==> src/rtl/serial_link_pkg.sv <==
// Shared definitions for the clocked serial link (transmitter and receiver).
// Contents: frame FSM state type, line-level constants, default payload width.
package serial_link_pkg;

    typedef enum logic [1:0] {
        IDLE,
        DATA,
        STOP
    } state_t;

    localparam logic LINK_IDLE = 1'b1;
    localparam logic START_BIT = 1'b0;
    localparam logic STOP_BIT  = 1'b1;

    localparam int unsigned DEFAULT_DATA_BITS = 8;

endpackage

==> src/rtl/sync_edge.sv <==
// Two-flop synchronizer with a configurable reset value and an optional
// rising-edge detector on the synchronized output.
// Ports:
//   i_clk    system clock
//   i_rst_n  asynchronous active-low reset
//   i_async  asynchronous input
//   o_sync   synchronized level
//   o_rise   one-cycle pulse on a synchronized 0->1 transition (0 when EDGE_EN=0)
module sync_edge #(
    parameter logic RESET_VAL = 1'b0,
    parameter bit   EDGE_EN   = 1'b0
) (
    input  logic i_clk,
    input  logic i_rst_n,
    input  logic i_async,
    output logic o_sync,
    output logic o_rise
);

    logic r_meta;
    logic r_sync;

    always_ff @(posedge i_clk or negedge i_rst_n) begin
        if (!i_rst_n) begin
            r_meta <= RESET_VAL;
            r_sync <= RESET_VAL;
        end else begin
            r_meta <= i_async;
            r_sync <= r_meta;
        end
    end

    assign o_sync = r_sync;

    generate
        if (EDGE_EN) begin : g_edge
            logic r_prev;

            always_ff @(posedge i_clk or negedge i_rst_n) begin
                if (!i_rst_n) begin
                    r_prev <= RESET_VAL;
                end else begin
                    r_prev <= r_sync;
                end
            end

            assign o_rise = r_sync & ~r_prev;
        end else begin : g_no_edge
            assign o_rise = 1'b0;
        end
    endgenerate

endmodule

==> src/rtl/serial_receiver.sv <==
// Receive side of the clocked serial link. Synchronizes the transmitter clock
// and data, samples data on each line-clock rise and decodes
// start / DATA_BITS payload (LSB first) / stop frames.
// Ports:
//   i_clk, i_rst_n      system clock, asynchronous active-low reset
//   i_line_clk          transmitter output clock (asynchronous)
//   i_line_data         transmitter data, idle high
//   o_data_out          last correctly received payload
//   o_data_valid        one-cycle strobe, o_data_out updated in the same cycle
//   o_frame_error       one-cycle strobe, stop bit sampled low
//   o_timeout_error     one-cycle strobe, frame abandoned after a stall
//   o_busy              high while a frame is in progress
module serial_receiver
    import serial_link_pkg::*;
#(
    parameter int unsigned DATA_BITS = DEFAULT_DATA_BITS,
    parameter int unsigned TIMEOUT   = 4000
) (
    input  logic                 i_clk,
    input  logic                 i_rst_n,
    input  logic                 i_line_clk,
    input  logic                 i_line_data,
    output logic [DATA_BITS-1:0] o_data_out,
    output logic                 o_data_valid,
    output logic                 o_frame_error,
    output logic                 o_timeout_error,
    output logic                 o_busy
);

    localparam int unsigned CNT_W   = $clog2(DATA_BITS);
    localparam int unsigned STALL_W = $clog2(TIMEOUT);
    localparam logic [CNT_W-1:0]   LAST_BIT  = CNT_W'(DATA_BITS - 1);
    localparam logic [STALL_W-1:0] STALL_MAX = STALL_W'(TIMEOUT - 1);

    logic w_event;
    logic w_bit;
    logic w_unused_clk_level;
    logic w_unused_data_rise;
    logic w_stall_hit;

    state_t                 r_state;
    logic [DATA_BITS-1:0]   r_shift;
    logic [CNT_W-1:0]       r_bit_cnt;
    logic [STALL_W-1:0]     r_stall;

    // Both lines use identical synchronizers so the sampled bit stays aligned
    // with the detected clock edge.
    sync_edge #(
        .RESET_VAL (1'b0),
        .EDGE_EN   (1'b1)
    ) u_sync_clk (
        .i_clk   (i_clk),
        .i_rst_n (i_rst_n),
        .i_async (i_line_clk),
        .o_sync  (w_unused_clk_level),
        .o_rise  (w_event)
    );

    sync_edge #(
        .RESET_VAL (LINK_IDLE),
        .EDGE_EN   (1'b0)
    ) u_sync_data (
        .i_clk   (i_clk),
        .i_rst_n (i_rst_n),
        .i_async (i_line_data),
        .o_sync  (w_bit),
        .o_rise  (w_unused_data_rise)
    );

    assign w_stall_hit = (r_stall == STALL_MAX);

    always_ff @(posedge i_clk or negedge i_rst_n) begin
        if (!i_rst_n) begin
            r_state         <= IDLE;
            r_shift         <= '0;
            r_bit_cnt       <= '0;
            r_stall         <= '0;
            o_data_out      <= '0;
            o_data_valid    <= 1'b0;
            o_frame_error   <= 1'b0;
            o_timeout_error <= 1'b0;
            o_busy          <= 1'b0;
        end else begin
            o_data_valid    <= 1'b0;
            o_frame_error   <= 1'b0;
            o_timeout_error <= 1'b0;

            // Stall counter holds at the abandon point instead of wrapping.
            if (r_state == IDLE || w_event) begin
                r_stall <= '0;
            end else if (!w_stall_hit) begin
                r_stall <= r_stall + 1'b1;
            end

            case (r_state)
                IDLE: begin
                    if (w_event && w_bit == START_BIT) begin
                        r_shift   <= '0;
                        r_bit_cnt <= '0;
                        r_state   <= DATA;
                        o_busy    <= 1'b1;
                    end
                end
                DATA: begin
                    // A sample event on the abandon cycle takes priority.
                    if (w_event) begin
                        r_shift   <= {w_bit, r_shift[DATA_BITS-1:1]};
                        r_bit_cnt <= r_bit_cnt + 1'b1;
                        if (r_bit_cnt == LAST_BIT) begin
                            r_state <= STOP;
                        end
                    end else if (w_stall_hit) begin
                        o_timeout_error <= 1'b1;
                        r_state         <= IDLE;
                        o_busy          <= 1'b0;
                    end
                end
                STOP: begin
                    if (w_event) begin
                        if (w_bit == STOP_BIT) begin
                            o_data_out   <= r_shift;
                            o_data_valid <= 1'b1;
                        end else begin
                            o_frame_error <= 1'b1;
                        end
                        r_state <= IDLE;
                        o_busy  <= 1'b0;
                    end else if (w_stall_hit) begin
                        o_timeout_error <= 1'b1;
                        r_state         <= IDLE;
                        o_busy          <= 1'b0;
                    end
                end
                default: begin
                    r_state <= IDLE;
                    o_busy  <= 1'b0;
                end
            endcase
        end
    end

endmodule

==> config.mk <==
export PLATFORM = sky130hd
export DESIGN_NAME = serial_receiver
export DESIGN_NICKNAME = d
export VERILOG_FILES = /design/src/rtl/serial_link_pkg.sv /design/src/rtl/sync_edge.sv /design/src/rtl/serial_receiver.sv
export SDC_FILE = /design/constraint.sdc
export NUM_CORES = 1
export LEC_CHECK = 0
export BUFFER_PORTS_ARGS = -buffer_cell sky130_fd_sc_hd__buf_2
export CORE_MARGIN = 2
export CORE_UTILIZATION = 30
export CTS_CLUSTER_SIZE = 12
export DETAILED_ROUTE_END_ITERATION = 10
export GPL_TIMING_DRIVEN = 0
export MAX_ROUTING_LAYER = met4
export PLACE_DENSITY = 0.42
export SETUP_SLACK_MARGIN = 0.15
export SYNTH_ARGS = -nofsm -noshare
export SYNTH_HDL_FRONTEND = slang
export SYNTH_SLANG_ARGS = --single-unit
==> constraint.sdc <==
create_clock -name i_clk -period 2.35 [get_ports i_clk]
set_input_delay 0.47 -clock i_clk [delete_from_list [all_inputs] [get_ports i_clk]]
set_output_delay 0.47 -clock i_clk [all_outputs]
set_load 0.02 [all_outputs]
==> results of run 1 <==
[routing by layer]
metal  up-vias  GRT usage
li1        578          -
met1       619      0.153
met2        20      0.188
met3         2     0.0396
met4         0     0.0450
met5         -          -
[final timing paths]
kind	from	endpoint	depth (start not counted)
max	r_state[1]	r_bit_cnt[0]	5
min	i_line_data	u_sync_data.r_meta	1
max reg2reg	r_state[1]	r_bit_cnt[0]	5
min reg2reg	u_sync_data.r_meta	u_sync_data.o_sync	0
max in group asynchronous	i_rst_n	r_shift[0]	1
min in group asynchronous	i_rst_n	o_data_out[7]	1
[cell usage after synthesis, drive strengths merged (3+ instances only)]
| cell | n |
|---|---|
| a21oi | 3 |
| clkbuf | 3 |
| nor2 | 10 |
| mux2 | 9 |
| a22o | 10 |
| inv | 5 |
| nor2b | 3 |
| ha | 7 |
| xor2 | 3 |
| xnor2 | 5 |
| dfrtp | 40 |
| o21ai | 3 |
| nand2 | 8 |
| nand4 | 3 |
| nand3 | 4 |
| and3 | 5 |
| a31oi | 3 |
[final cells by class]
cell class,count,area [µm²]
well taps,75,93.8
clock buffers,6,72.6
multi-input cells,97,719
flip-flops and latches,42,1050
fillers,608,3790
plain buffers,5,27.5
inverters,5,18.8
clock inverters,2,37.5
repair buffers,15,75.1
[layout by cell type (no fill, tap or decap), drive strengths merged, types with 2 or more instances in the layout]
| cell | n |
|---|---|
| nor2b | 3 |
| nand2 | 8 |
| nor3 | 2 |
| dfrtp | 40 |
| a31oi | 3 |
| xnor2 | 5 |
| nor4 | 2 |
| nor2 | 10 |
| ha | 7 |
| inv | 5 |
| xor2 | 3 |
| and3 | 5 |
| o21ai | 3 |
| buf | 17 |
| a22o | 10 |
| mux2 | 9 |
| and4 | 2 |
| dfstp | 2 |
| nand3 | 4 |
| nand2b | 2 |
| nand4 | 3 |
| clkbuf | 9 |
| a21oi | 3 |
[critical path, stage by stage (launching register included)]
cell                       delay [ps]
sky130_fd_sc_hd__dfrtp_1          420
sky130_fd_sc_hd__inv_1            100
sky130_fd_sc_hd__ha_1             180
sky130_fd_sc_hd__clkbuf_1         190
sky130_fd_sc_hd__o211ai_1         740
sky130_fd_sc_hd__mux2_2           290
[metrics by stage]
stage                     power (mW)  hold WS, ps  cells
final                           2.01          272    247
after global routing            2.16          247    247
after CTS                       2.04          256    247
after detailed placement        1.46          353    239
after global placement          1.44          343    239
after floorplan                 1.32          174    149
[logic make-up (layout without fill, tap and decap cells)]
logic type	Yosys count	in the layout	share of synthesized area
AND/OR/NAND/NOR	45	45	0.136
flip-flops	42	42	0.579
AO/OA/AOI/OAI	27	27	0.111
multiplexers	10	10	0.0612
buffers and inverters	10	33	0.0254
XOR/XNOR	8	8	0.0385
adder cells (fa/ha/maj)	7	7	0.0481
[state kept, by name, summed over array words and instances, names as in the netlist]
name / flops
o_busy: 1
o_data_out: 8
o_data_valid: 1
o_frame_error: 1
o_timeout_error: 1
r_bit_cnt: 3
r_shift: 8
r_stall: 12
r_state: 2
u_sync_clk.g_edge.r_prev: 1
u_sync_clk.o_sync: 1
u_sync_clk.r_meta: 1
u_sync_data.o_sync: 1
u_sync_data.r_meta: 1
[where the power goes]
| part | switching (mW) | total [mW] | internal, mW | leakage, nW |
|---|---|---|---|---|
| registers | 0.111 | 0.972 | 0.861 | 0.553 |
| clock network | 0.250 | 0.567 | 0.317 | 0.0514 |
| logic | 0.257 | 0.472 | 0.215 | 0.393 |
==> out/metrics.yaml, run 1 <==
grt_pass1_vias: 1271
antenna-diode-count: 0
ys_types: 41
critical_path_peak_fanout: 10
cts_tree: "yes"
arrival_ps: 2230
vias: 1219
element_type_at_the_critical_path_end: "flip-flop"
post_route_cells_drive_above_1_share: 0.227
initial_util: 0.309
final_max_slew_violation_count: 0
detail_route.wirelength_um: 3350
critPathKind: "reg2reg"
drc: 0
globalRouteOverflowTotal: 0
synth_warnings: 0
core.rowCount: 28
dieWidth_um: 81.9
post_synthesis_to_final_layout_area_growth_pct: 15.3
finalWorstPathRequiredPeriod_ps: 2000
finalCoreUtilization: 0.357
detail-route-antenna-nets: 0
cts_repair_resize_count: 0
grt_pass1_wl_um: 5990
max_cap_viol_count: 0
mappedNetlistArea_um2: 1820
cts_max_path_buffers: 2
unrepaired_setup_endpoints_after_global_routing: "false"
die_area_um2: 6700
hold_viol_final: 0
design.portCount: 16
postLayoutSetupSlackWorst_ps: 345
ys_seq_area_frac: 0.579
postSynth.topFlopCell: "sky130_fd_sc_hd__dfrtp_1"
worstPathRequired_ps: 2580
p_per_area_nw_per_um2: 959
wl_met1_um: 1650
postCtsSetupRepairBufs: 0
antenna_violations_before_repair: 0
setup-tns-final_ps: 0
tritoncts_num_sinks: 42
clockRootBuffer: "sky130_fd_sc_hd__clkbuf_8"
highest-signal-layer: "met4"
r2r_slack_ps: 350
placement.cell_area_um2: 1990
finalCritPeriodShare: 0.853
coreArea_um2: 5890
met2RoutedLength_um: 1540
detailedRoute.firstPassIterationCount: 5
synth_enable_flop_cells: 0
grt.total_usage: 0.123
slew_headroom: 0.389
hold_class: "in2reg"
max_slew.worst_pin.slew_ps: 917
most_area_consuming_cells_after_synthesis: "sky130_fd_sc_hd__dfrtp_1 (55%), sky130_fd_sc_hd__mux2_2 (5.6%), sky130_fd_sc_hd__a22o_1 (4.8%)"
chipHeight_um: 81.9
yosys_register_bits: 42
syn_inst: 149
power_leakage_nw: 0.998
avgSynthCellArea_um2: 12.2
synth_largest_area_cell: "sky130_fd_sc_hd__dfrtp_1"
detail_route.wl_per_cell_um: 13.5
achievable-frequency_mhz: 499
grt_start_max_net_pins: 43
htree_levels: 2
setup_viol_count_final: 0
cts_made_buffers: 5
clk_pin_slew_worst_paths_ps: 80
synth-async-reset-ratio: 1.00
insertion_delay_ps: 290
cts_hold_buffers: 0
synth_fp_nets: 160
drt-vias-per-instance: 4.94
detail_route.iter0.violations: 67
post-synth-top-area-fraction: 0.550
sum_of_net_half_perimeters_after_detailed_placement_um: 2310
irDropWorstVdd_uv: 263
io_buffers: 15
final_design_area_no_fill_um2: 2100
routabilityCongestion: 0.755
timing.critical_path.from_type: "flip-flop"
dr_wl_met3_um: 124
skew_ps: 2.19
finish.net_count: 182
outcome: "finished, final reports clean"
place_worst_setup_slack_ps: 388
Note: power is estimated with default switching activity, not from simulation.
==> inputs of run 2 (changes only) <==
==> constraint.sdc (replaced) <==
create_clock -name i_clk -period 1.9 [get_ports i_clk]
set_input_delay 0.38 -clock i_clk [delete_from_list [all_inputs] [get_ports i_clk]]
set_output_delay 0.38 -clock i_clk [all_outputs]
set_load 0.02 [all_outputs]
==> run 2 against run 1 <==
  * Via count grew 3.0%
  * Design area grew 4.4%
  * Critical path depth grew 3
  * Register-to-register slack lost 180 ps
  * Sequential share of layout area shrank 2.1 points
  * Die area is the same
  * Final cell count grew 3.2%
  * Flip-flop and latch count is the same
  * Setup slack lost 180 ps
  * Critical endpoint is now o_busy
  * Highest routed layer unchanged
==> out/metrics.yaml, run 2 (synthesis gave the netlist of run 1 again) <==
outcome: "finished, final reports clean"
post_route_cells_drive_above_1_share: 0.294
insertion_delay_ps: 290
power_leakage_nw: 1.05
layout_commonest_cell: "sky130_fd_sc_hd__dfrtp_1"
critical_path_peak_fanout: 5
io_buffers: 15
max_slew.worst_pin.slew_ps: 924
detailedRoute.firstPassIterationCount: 4
htree_levels: 2
holdPathStages: 1
vias: 1255
cts_made_buffers: 5
timing.critical_path.from_type: "flip-flop"
die_area_um2: 6700
finalCritPeriodShare: 0.911
finish.net_count: 190
worst-r2r-cell-count: 8
design.portCount: 16
chipHeight_um: 81.9
post_route_hold_slack_ps: 181
clockRootBuffer: "sky130_fd_sc_hd__clkbuf_8"
antenna_violations_before_repair: 0
detail_route.iter0.violations: 67
irDropWorstVdd_uv: 326
clk_pin_slew_worst_paths_ps: 80
slew_headroom: 0.384
initial_util: 0.309
unrepaired_setup_endpoints_after_global_routing: "true"
finish.cell_count_without_fillers: 255
setup_viol_count_final: 0
achievable-frequency_mhz: 578
place_worst_setup_slack_ps: -62.0
most-common-layout-cells: "sky130_fd_sc_hd__dfrtp_1 (40), sky130_fd_sc_hd__buf_2 (16), sky130_fd_sc_hd__nor2_1 (10), sky130_fd_sc_hd__a22o_1 (10), sky130_fd_sc_hd__mux2_2 (9)"
largest-register: "r_stall"
report.power.total_mw: 2.57
p_per_area_nw_per_um2: 1170
coreArea_um2: 5890
element_type_at_the_critical_path_end: "flip-flop"
antenna-diode-count: 0
detail_route.wirelength_um: 3480
largest_register_ff_count: 12
cts_tree: "yes"
max_cap_viol_count: 0
worstPathRequired_ps: 2130
arrival_ps: 1960
globalRouteOverflowTotal: 0
sum_of_net_half_perimeters_after_detailed_placement_um: 2310
detail-route-antenna-nets: 0
grt_pass1_vias: 1297
post_synthesis_to_final_layout_area_growth_pct: 20.4
dieWidth_um: 81.9
critPathKind: "reg2reg"
detail_route.wl_per_cell_um: 13.7
core.rowCount: 28
grt_start_max_net_pins: 43
drc: 0
registers_with_the_highest_flip_flop_counts: "r_stall: 12 flops, o_data_out: 8 flops, r_shift: 8 flops"
skew_ps: 3.02
cts_max_path_buffers: 2
tritoncts_num_sinks: 42
finalWorstPathRequiredPeriod_ps: 1730
final_max_slew_violation_count: 0
grt_pass1_wl_um: 6110
hold_viol_final: 0
routabilityCongestion: 0.755
postLayoutSetupSlackWorst_ps: 170
drt-vias-per-instance: 4.92
hold_class: "in2reg"
grt.total_usage: 0.125
dpl.cell_count: 239
[run 2: cell types whose count changed in the layout (fill, tap and decap cells not counted), sizes merged]
cell / previous run / this run
buf: 17 / 25
[run 2: timing repair]
action                     CTS  global route
resized for setup            4             4
setup endpoints to repair   11            28
setup buffers                4             4
hold buffers                 0             0
pin swaps                    4             3
[run 2: worst paths after layout]
| check | from | slack (ps) | endpoint |
|---|---|---|---|
| hold reg to reg | u_sync_data.r_meta | 360 | u_sync_data.o_sync |
| setup reg to reg | r_stall[1] | 170 | o_busy |
| hold / removal | i_line_data | 180 | u_sync_data.r_meta |
| min in group asynchronous | i_rst_n | 220 | o_data_out[7] |
| max in group asynchronous | i_rst_n | 1110 | r_shift[0] |
| setup / recovery | r_stall[1] | 170 | o_busy |
[run 2: area by class of cell]
class                   count  area, µm²
repair buffers             23        139
plain buffers               5       30.0
multi-input cells          97        744
clock inverters             2       37.5
well taps                  75       93.8
clock buffers               6       72.6
inverters                   5       18.8
fillers                   602       3700
flip-flops and latches     42       1050
[run 2: power by group]
group	total (mW)	switching (mW)	internal, mW
clock network	0.705	0.313	0.392
registers	1.19	0.126	1.07
logic	0.673	0.355	0.318
total	2.57	0.794	1.78
[run 2: layer usage]
layer  GRT usage  wire length [µm]
met3      0.0396               169
met2       0.193              1600
met4      0.0450                37
met1       0.156              1670
met5           -                 0
[run 2: stage by stage]
stage	instance area [µm²]	TNS, ps	utilization
floorplan	1820	0	-
global placement	1990	0	0.338
detailed placement	1990	-121	0.338
CTS	2140	0	0.363
global route	2190	0	0.372
finish	2190	0	0.372
[run 2: worst max-delay path: stages, from the launching register on]
cell                      delay (ps)
sky130_fd_sc_hd__dfrtp_1         390
sky130_fd_sc_hd__ha_2            200
sky130_fd_sc_hd__and4_4          180
sky130_fd_sc_hd__buf_6           120
sky130_fd_sc_hd__and3_4          170
sky130_fd_sc_hd__buf_6           110
sky130_fd_sc_hd__buf_4           120
sky130_fd_sc_hd__o31ai_1         220
sky130_fd_sc_hd__a22o_1          160
==> inputs of run 3 (changes only) <==
--- a/config.mk
+++ b/config.mk
@@ -5,6 +5,7 @@
 export SDC_FILE = /design/constraint.sdc
 export NUM_CORES = 1
 export LEC_CHECK = 0
+export ABC_AREA = 1
 export BUFFER_PORTS_ARGS = -buffer_cell sky130_fd_sc_hd__buf_2
 export CORE_MARGIN = 2
 export CORE_UTILIZATION = 30
==> constraint.sdc (replaced) <==
create_clock -name i_clk -period 2.1 [get_ports i_clk]
set_input_delay 0.42 -clock i_clk [delete_from_list [all_inputs] [get_ports i_clk]]
set_output_delay 0.42 -clock i_clk [all_outputs]
set_load 0.02 [all_outputs]
==> run 3 against run 2 <==
  * Clock skew up 5.6 ps
  * Global-route usage is 0.69 points lower
  * Combinational power increased by 3%
  * Synthesized cell count rose by 54%
  * Sequential power fell by 19%
  * Fmax up 16%
  * Critical endpoint is now r_shift[7]
  * Largest power group unchanged
==> out/metrics.yaml, run 3 <==
outcome: "finished, final reports clean"
worst-r2r-cell-count: 9
achievable-frequency_mhz: 672
htree_levels: 2
io_buffers: 15
design.portCount: 16
finalCritPeriodShare: 0.708
element_type_at_the_critical_path_end: "flip-flop"
routabilityCongestion: 0.762
tritoncts_num_sinks: 42
cell_with_the_most_instances_after_synthesis: "sky130_fd_sc_hd__nand2_1"
detail_route.wl_per_cell_um: 11.2
critPathKind: "reg2reg"
cts_repair_resize_count: 0
detailedRoute.firstPassIterationCount: 4
finalCoreUtilization: 0.354
postSynth.topFlopCell: "sky130_fd_sc_hd__dfrtp_1"
irDropWorstVdd_uv: 305
grt_start_max_net_pins: 43
most-common-layout-cells: "sky130_fd_sc_hd__nand2_1 (63), sky130_fd_sc_hd__dfrtp_1 (40), sky130_fd_sc_hd__inv_1 (29)"
largest-register: "r_stall"
met2RoutedLength_um: 1600
finish.cell_count_without_fillers: 329
finalWorstPathRequiredPeriod_ps: 1490
chipHeight_um: 85.9
synth_fp_nets: 240
finish.net_count: 262
timing.critical_path.from_type: "flip-flop"
hold_class: "in2reg"
insertion_delay_ps: 300
final_max_slew_violation_count: 0
wl_met1_um: 1920
antenna_violations_before_repair: 0
grt_pass1_wl_um: 6640
vias: 1419
setup_viol_count_final: 0
power_leakage_nw: 1.12
dieWidth_um: 85.9
filler_cell_count: 662
slew_headroom: 0.382
syn_inst: 229
synth_enable_flop_cells: 0
detail-route-antenna-nets: 0
synth_largest_area_cell: "sky130_fd_sc_hd__dfrtp_1"
globalRouteOverflowTotal: 0
yosys_register_bits: 42
holdPathStages: 1
highest-signal-layer: "met4"
registers_with_the_highest_flip_flop_counts: "r_stall: 12 flops, o_data_out: 8 flops, r_shift: 8 flops"
die_area_um2: 7390
post_synthesis_to_final_layout_area_growth_pct: 12.8
cts_max_path_buffers: 2
postCtsSetupRepairBufs: 0
grt.total_usage: 0.119
antenna-diode-count: 0
r2r-end: "r_shift[7]"
dpl.cell_count: 321
avgSynthCellArea_um2: 8.80
cts_tree: "yes"
coreArea_um2: 6420
hp-start: "i_line_data"
synth_warnings: 0
clk_pin_slew_worst_paths_ps: 90
r2r-start: "r_state[0]"
mappedNetlistArea_um2: 2010
post_route_cells_drive_above_1_share: 0.167
cts_made_buffers: 5
worstPathRequired_ps: 2290
critical_path_peak_fanout: 10
cts_hold_buffers: 0
arrival_ps: 1670
synthTopCellsByCount: "sky130_fd_sc_hd__nand2_1 (63), sky130_fd_sc_hd__dfrtp_1 (40), sky130_fd_sc_hd__inv_1 (29), sky130_fd_sc_hd__nor2_1 (24), sky130_fd_sc_hd__nand3_1 (13)"
core.rowCount: 29
detail_route.wirelength_um: 3700
skew_ps: 8.66
max_cap_viol_count: 0
unrepaired_setup_endpoints_after_global_routing: "false"
drt-vias-per-instance: 4.31
setup-tns-final_ps: 0
ys_seq_area_frac: 0.523
largest_register_ff_count: 12
detail_route.iter0.violations: 70
end_point_of_the_worst_hold_path: "u_sync_data.r_meta"
drc: 0
post-synth-top-area-fraction: 0.497
r2r_slack_ps: 610
synth-async-reset-ratio: 1.00
max_slew.worst_pin.slew_ps: 928
layout_commonest_cell: "sky130_fd_sc_hd__nand2_1"
grt_pass1_vias: 1411
p_per_area_nw_per_um2: 959
ys_types: 25
clockRootBuffer: "sky130_fd_sc_hd__clkbuf_8"
hold_viol_final: 0
dr_wl_met3_um: 115
initial_util: 0.314
most_area_consuming_cells_after_synthesis: "sky130_fd_sc_hd__dfrtp_1 (50%), sky130_fd_sc_hd__nand2_1 (12%), sky130_fd_sc_hd__inv_1 (5.4%)"
sum_of_net_half_perimeters_after_detailed_placement_um: 2650
run 3: cell count changes after synthesis, moves of 6 or more:
cell / delta
sky130_fd_sc_hd__o21ai_1: +10
sky130_fd_sc_hd__o21ai_0: +6
sky130_fd_sc_hd__nor2_1: +14
sky130_fd_sc_hd__nand2_1: +55
sky130_fd_sc_hd__mux2_2: -9
sky130_fd_sc_hd__nand3_1: +9
sky130_fd_sc_hd__inv_1: +24
sky130_fd_sc_hd__a22o_1: -10
run 3: final cells by class:
type | instances | area, µm² | share of cell area
Timing Repair Buffer | 15 | 75.1 | 0.0330
Tap cell | 77 | 96.3 | 0.0424
Multi-Input combinational cell | 154 | 815 | 0.358
Sequential cell | 42 | 1050 | 0.464
Clock inverter | 2 | 13.8 | 0.00606
Buffer | 3 | 33.8 | 0.0149
Inverter | 30 | 113 | 0.0496
Clock buffer | 6 | 72.6 | 0.0319
run 3: report_power, final:
part           switching (mW)  internal, mW
combinational           0.441         0.249
sequential             0.0623         0.900
clock                   0.291         0.235
total                   0.794          1.38
run 3: how the worst max path moves through the flow:
stage | slack (ps) | from | end
floorplan | 740 | r_state[0] | r_shift[7]
global placement | 610 | r_state[0] | r_stall[0]
detailed placement | 620 | r_state[0] | r_shift[7]
CTS | 600 | r_state[0] | r_shift[7]
global route | 460 | r_stall[0] | r_stall[10]
finish | 610 | r_state[0] | r_shift[7]
run 3: metrics by stage:
step | instance area (µm²) | total power [mW] | setup slack [ps] | hold slack [ps]
after global placement | 2190 | 1.68 | 609 | 332
after CTS | 2270 | 2.22 | 595 | 202
after detailed placement | 2190 | 1.68 | 623 | 337
after floorplan | 2010 | 1.52 | 735 | 124
final | 2270 | 2.18 | 613 | 218
after global routing | 2270 | 2.35 | 463 | 193
run 3: cells by family (layout without fill, tap and decap cells):
kind of cell | Yosys count | count (layout) | synth area share
flip-flops | 42 | 42 | 0.523
buffers and inverters | 33 | 56 | 0.0727
AND/OR/NAND/NOR | 117 | 117 | 0.278
AO/OA/AOI/OAI | 28 | 28 | 0.0739
XOR/XNOR | 2 | 2 | 0.00870
adder cells (fa/ha/maj) | 7 | 7 | 0.0435
run 3: worst max-delay path, stage by stage (launching register included):
cell                      delay (ps)
sky130_fd_sc_hd__dfrtp_1         420
sky130_fd_sc_hd__inv_1            90
sky130_fd_sc_hd__ha_1            170
sky130_fd_sc_hd__buf_6           150
sky130_fd_sc_hd__inv_1            70
sky130_fd_sc_hd__o21ai_2         160
sky130_fd_sc_hd__nand2_4          70
sky130_fd_sc_hd__buf_6           140
sky130_fd_sc_hd__nand2_2          50
sky130_fd_sc_hd__o31ai_1          70
run 3: layer usage:
layer / global-route usage / vias up
met5: - / -
met4: 0.0548 / 0
li1: - / 760
met1: 0.154 / 635
met2: 0.173 / 19
met3: 0.0298 / 5
